==> src/rtl/apb_rambus_bridge.sv <==
// apb_rambus_bridge: APB3 slave that forwards each transfer to the RamBus and waits for an ack or a timeout.
//   clk, nRst                       rising-edge clock, asynchronous active-low reset
//   PSEL/PENABLE/PWRITE/PADDR/PWDATA APB3 request; PRDATA/PREADY/PSLVERR APB3 response
//   RamBusnCs/WrnRd/Latch/Address/DataIn  downstream request; RamBusDataOut/RamBusAck downstream response
//   TimeoutCount                    saturating count of transfers that ended in a timeout
module apb_rambus_bridge #(
  parameter int          TIMEOUT_CYCLES = 255,
  parameter logic [31:0] ERR_DATA       = 32'hBAD0_BAD0
) (
  input  logic        clk,
  input  logic        nRst,
  input  logic        PSEL,
  input  logic        PENABLE,
  input  logic        PWRITE,
  input  logic [13:0] PADDR,
  input  logic [31:0] PWDATA,
  output logic [31:0] PRDATA,
  output logic        PREADY,
  output logic        PSLVERR,
  output logic        RamBusnCs,
  output logic        RamBusWrnRd,
  output logic        RamBusLatch,
  output logic [13:0] RamBusAddress,
  output logic [31:0] RamBusDataIn,
  input  logic [31:0] RamBusDataOut,
  input  logic        RamBusAck,
  output logic [15:0] TimeoutCount
);
  localparam int CW = $clog2(TIMEOUT_CYCLES + 1);
  typedef enum logic [1:0] {IDLE, REQ, RESP} state_t;
  state_t        state, state_n;
  logic [CW-1:0] wait_cnt;
  logic [31:0]   rdata_q;
  logic          err_q, wr_q;
  logic          setup, ack_hit, tmo_hit;
  // An ack is checked before the timeout so it wins when both land on the same cycle;
  // the timeout fires on the cycle whose missing ack would bring the count to TIMEOUT_CYCLES.
  always_comb begin
    state_n = state;
    setup   = 1'b0;
    ack_hit = 1'b0;
    tmo_hit = 1'b0;
    case (state)
      IDLE: if (PSEL && !PENABLE) begin
        setup   = 1'b1;
        state_n = REQ;
      end
      REQ: if (!PSEL) state_n = IDLE;
      else if (RamBusAck) begin
        ack_hit = 1'b1;
        state_n = RESP;
      end else if (wait_cnt == CW'(TIMEOUT_CYCLES - 1)) begin
        tmo_hit = 1'b1;
        state_n = RESP;
      end
      default: state_n = IDLE;
    endcase
  end
  always_ff @(posedge clk or negedge nRst) begin
    if (!nRst) begin
      state         <= IDLE;
      wait_cnt      <= '0;
      RamBusAddress <= '0;
      RamBusDataIn  <= '0;
      wr_q          <= 1'b0;
      rdata_q       <= '0;
      err_q         <= 1'b0;
      TimeoutCount  <= '0;
    end else begin
      state <= state_n;
      if (setup) begin
        RamBusAddress <= PADDR;
        RamBusDataIn  <= PWDATA;
        wr_q          <= PWRITE;
        wait_cnt      <= '0;
      end else if (state == REQ && !RamBusAck) wait_cnt <= wait_cnt + CW'(1);
      if (ack_hit) begin
        if (!wr_q) rdata_q <= RamBusDataOut;
        err_q <= 1'b0;
      end
      if (tmo_hit) begin
        rdata_q <= ERR_DATA;
        err_q   <= 1'b1;
        if (TimeoutCount != 16'hFFFF) TimeoutCount <= TimeoutCount + 16'd1;
      end
    end
  end
  assign RamBusnCs   = state == REQ;
  assign RamBusLatch = state == REQ;
  assign RamBusWrnRd = state == REQ && wr_q;
  assign PREADY      = state == RESP;
  assign PSLVERR     = state == RESP && err_q;
  assign PRDATA      = state == RESP ? rdata_q : 32'h0;
endmodule

==> config.mk <==
export PLATFORM = sky130hd
export DESIGN_NAME = apb_rambus_bridge
export DESIGN_NICKNAME = d
export VERILOG_FILES = /design/src/rtl/apb_rambus_bridge.sv
export SDC_FILE = /design/constraint.sdc
export NUM_CORES = 1
export LEC_CHECK = 0
export CAP_MARGIN = 20
export CORE_ASPECT_RATIO = 1.4
export CORE_MARGIN = 3
export CORE_UTILIZATION = 44
export CTS_CLUSTER_DIAMETER = 80
export DETAILED_ROUTE_END_ITERATION = 6
export HOLD_SLACK_MARGIN = 0.12
export PLACE_DENSITY_LB_ADDON = 0.05
export SLEW_MARGIN = 10
export SYNTH_ARGS = -nofsm -noshare
export SYNTH_HDL_FRONTEND = slang
export SYNTH_SLANG_ARGS = --single-unit
export TNS_END_PERCENT = 10
==> constraint.sdc <==
create_clock -name clk -period 2.3 [get_ports clk]
set_clock_uncertainty 0.2 [all_clocks]
set_input_delay 0.575 -clock clk [delete_from_list [all_inputs] [get_ports clk]]
set_output_delay 0.575 -clock clk [all_outputs]
set_load 0.01 [all_outputs]
* Word-level counts from Yosys, hierarchy flattened
Index checks and enable logic that the tools add are counted.
Operators by class: muxes and demuxes 22, equal/unequal tests 7, add/subtract/negate cells 2, reductions and logical operators 12
Operators with widths (count):
- $mux W32 | 4
- $add A16 B1 Y16 const B | 1
- $mux W8 | 2
- $ne A16 B16 Y1 const B | 1
- $mux W1 | 11
- $add A8 B1 Y8 const B | 1
- $eq A8 B8 Y1 const B | 1
- $mux W2 | 4
- $reduce_and A2 Y1 | 3
- $logic_and A1 B1 Y1 | 4
- $ne A4 B2 Y1 const B | 1
- $pmux W2 S2 | 1
- $reduce_bool A2 Y1 | 2
- $eq A2 B1 Y1 const B | 1
- $eq A2 B2 Y1 const B | 1
- $logic_not A1 Y1 | 2
- $logic_not A2 Y1 | 1
- $ne A2 B1 Y1 const B | 1
- $ne A2 B2 Y1 const B | 1
Storage, ports and cells: word-level logic and storage cells 51, bits in registers 106, output and inout port bits 99, bits of input ports 84

* Logic depth before layout (Yosys ltp)
depth in word-level cells 7, depth in mapped cells 9, gate-level depth less buffers 6

* Worst setup path before layout
No wires, ideal clock.
path type input -> register, start input PENABLE, end register RamBusAddress[0], stages on the path 4, library setup time 128 ps, arrival 1652 ps, path slack 321 ps, cell sequence nor4b_1 buf_2 buf_2 mux2_1
On the way: longest elaborated chain between the ends 4
RTL lines:
- start: declaration | line 13 | input logic PENABLE,
- $logic_not A1 Y1 | line 44 | IDLE: if (PSEL && !PENABLE) begin
- $logic_and A1 B1 Y1 | line 44
- $mux W1 | line 44
- $mux W1 | line 43 | case (state)
- end signal: assignment | line 63 | RamBusAddress <= '0;
- end signal: assignment | line 72 | RamBusAddress <= PADDR;
- end: declaration | line 23 | output logic [13:0] RamBusAddress,
No other way between the ends. A chain may end at the register's enable or synchronous reset.

* Worst setup path after layout
start register state[0], end output RamBusWrnRd
On the way: longest elaborated chain between the ends 2
RTL lines:
- start: declaration | line 31 | state_t state, state_n;
- start signal: assignment | line 70 | state <= state_n;
- $eq A2 B1 Y1 | line 90 | assign RamBusWrnRd = state == REQ && wr_q;
- $logic_and A1 B1 Y1 | line 90
- end: declaration | line 21 | output logic RamBusWrnRd,
No other way between the ends.

==> metrics.csv <==
metric,value,unit
first-pass GRT wire length,18640,um
routability cong.,0.7542,
Worst-Skew Late Latency,0.35,ns
hold slack,0.2865,ns
post-layout min period,2.246,ns
crit-path cells,buf_4 > nor2b_4 > and2_1 > dlygate4sd2_1,
growth of design area from synthesis to finish,50.54,%
Hold WC Path Type,flip-flop to flip-flop,
Routed Antenna Nets,0,
Worst path slowest cell,dfrtp_1,
clock root buffer,clkbuf_16,
register area share after synthesis,0.5566,
initial antenna violation count,0,
DR vias,3586,
global route overflow,0,
Yosys warnings,0,
final WL,11390,um
Syn Nets,473,
vias in the first global route,3843,
Chip Height,129.1,um
# IOs,183,
Gate Count Post-Synth,386,
part of the cycle the worst path needs,0.9764,
H-tree depth,3,
CTS tree,built,
diode count,0,
Num CTS Buffers,9,
Power Density,723.1,nW/um^2
post-route setup slack,0.05417,ns
CP arrival,1.47,ns
core area,10460,sq um
fin cells,727,
Sink Count,106,
placed cells,708,
Tot GR Track Use,0.1954,
Final Hold Fails,0,
CP max stage delay,0.41,ns
"Clk pin slew, worst setup/hold paths",0.07,ns
CP max FO,4,
Fill cells,820,
Slew Limit Headroom,0.6791,
Final Setup Violations,0,
row cnt,44,
Initial Util,0.4556,
input/output buffers,182,
share of layout cells above drive strength 1,0.1562,
routed len/inst,15.67,um
Max Slew Vio Count,0,
cells on worst reg2reg path,6,
DR vias/cell,4.933,
Setup Slack @ Placement,-0.1363,ns
Yosys cell types,34,
Die Width,93.96,um
drt first pass iters,4,
status,completed,
RSZ-0062 raised after global routing,yes,
full die area,12130,sq um
# nets final,671,
Max VDD drop,475.2,uV
final core utilization,0.6859,
syn avg cell area,12.35,sq um
Worst Path Required,1.52,ns
fmax,445.3,MHz
max cap viols,0,
Remaining DRCs,0,
Synth Register Bits,106,
Longest Clk Path Bufs,2,
"most common cell after layout, fill and taps aside",clkdlybuf4s50_1,
Iteration-0 DRC Markers,74,
"commonest cells after routing, fill and taps aside","clkdlybuf4s50_1, dfrtp_1, mux2_1",
WS Path Type,flip-flop to output port,
Worst Max-Slew Pin Slew,0.4813,ns
power consumption,5.188,mW
DP HPWL,8476,um
CP endpoint kind,output port,
Startpoint Class,flip-flop,
largest net degree at the start of global routing,42,
static leakage,3.445,nW
Netlist Area Pre-Place,4766,sq um
hold depth,1,
[worst paths after layout]
| path | from | slack [ns] | to |
|---|---|---|---|
| max reg2reg | TimeoutCount[0] | 0.22 | TimeoutCount[13] |
| max | state[0] | 0.05 | RamBusWrnRd |
| min | rdata_q[4] | 0.29 | rdata_q[4] |
| min in group asynchronous | nRst | 0.54 | TimeoutCount[14] |
| min reg2reg | rdata_q[4] | 0.29 | rdata_q[4] |
| max in group asynchronous | nRst | 0.80 | RamBusAddress[1] |
[repair_timing]
action,CTS,global route
cloned,1,0
hold buffers,1,0
gates resized for setup,91,29
endpoints found under the hold margin,32,0
endpoints found under the setup margin,37,18
setup buffers,1,0
[registers in the layout (all words and copies together), names as in the netlist]
| register | count |
|---|---|
| rdata_q | 32 |
| state | 2 |
| TimeoutCount | 16 |
| wr_q | 1 |
| wait_cnt | 8 |
| RamBusDataIn | 32 |
| err_q | 1 |
| RamBusAddress | 14 |
[layout make-up]
class / instances / area (sq um) / area share
tap: 138 / 172.7 / 0.02407
clock inverter: 5 / 61.31 / 0.008546
inverter: 17 / 63.81 / 0.008894
timing repair buffer: 206 / 1992 / 0.2776
sequential: 106 / 2653 / 0.3697
multi-input combinational: 244 / 1989 / 0.2773
clock buffer: 11 / 242.7 / 0.03383
[critical path, delay by kind of cell, from the launching register on]
kind	cells	cell delay, ns
and+or+nand+nor	2	0.28
buffers and inverters	2	0.44
DFF	1	0.41
[through the flow]
step | setup TNS, ns | instance area (sq um)
2_1_floorplan | 0 | 4766
6_report | 0 | 7174
3_3_place_gp | -5.802 | 6955
5_1_grt | -0.01393 | 7174
3_5_place_dp | -7.504 | 6955
4_1_cts | 0 | 7222
[metal layers]
metal	global-route usage	wire length (um)
met5	0	0
met4	0.06718	283
met1	0.2283	4388
met2	0.3371	5917
met3	0.06330	801
[cells by family after synthesis]
| family | share of synthesized area |
|---|---|
| XOR/XNOR | 0.04043 |
| adder cells (fa/ha/maj) | 0.007877 |
| buffers and inverters | 0.03518 |
| AO/OA/AOI/OAI | 0.007350 |
| AND/OR/NAND/NOR | 0.1678 |
| flip-flops | 0.5566 |
| multiplexers | 0.1848 |
[cell usage after synthesis]
library cell  count  area, sq um
and4bb_1          1        12.51
xnor2_1           1        8.760
nor4_2            5        62.56
and4_1            2        17.52
mux2_2           10        112.6
nor4b_1           1        8.760
nor3b_2           1        12.51
o21ai_0           1        5.000
o21a_1            1        7.510
mux2i_1          16        160.2
clkbuf_1          5        18.77
buf_6             2        22.52
buf_2            11        55.05
mux2_1           54        608.1
nand3_1           6        30.03
nand2_1          22        82.58
nand4_1          10        62.56
and2_1           36        225.2
nor2b_1           3        18.77
ha_1              3        37.54
and3_1            6        37.54
buf_4             1        7.510
dfrtp_1         106         2653
a211oi_1          1        7.510
a21oi_1           2        10.01
o21ai_1           1        5.000
nor2_1           11        41.29
nor4_1            4        25.02
inv_1            17        63.81
nand2b_1         18        112.6
nor3_1            4        20.02
xor2_1           21        183.9
nor3b_1           2        15.01
nor4b_2           1        15.01
[power by group]
group	internal (mW)	switching (mW)	leakage [nW]	total, mW
sequential	2.26	0.192	1.30	2.45
combinational	0.719	0.448	2.00	1.17
clock	0.883	0.689	0.151	1.57
(Power assumes the default switching activity.)
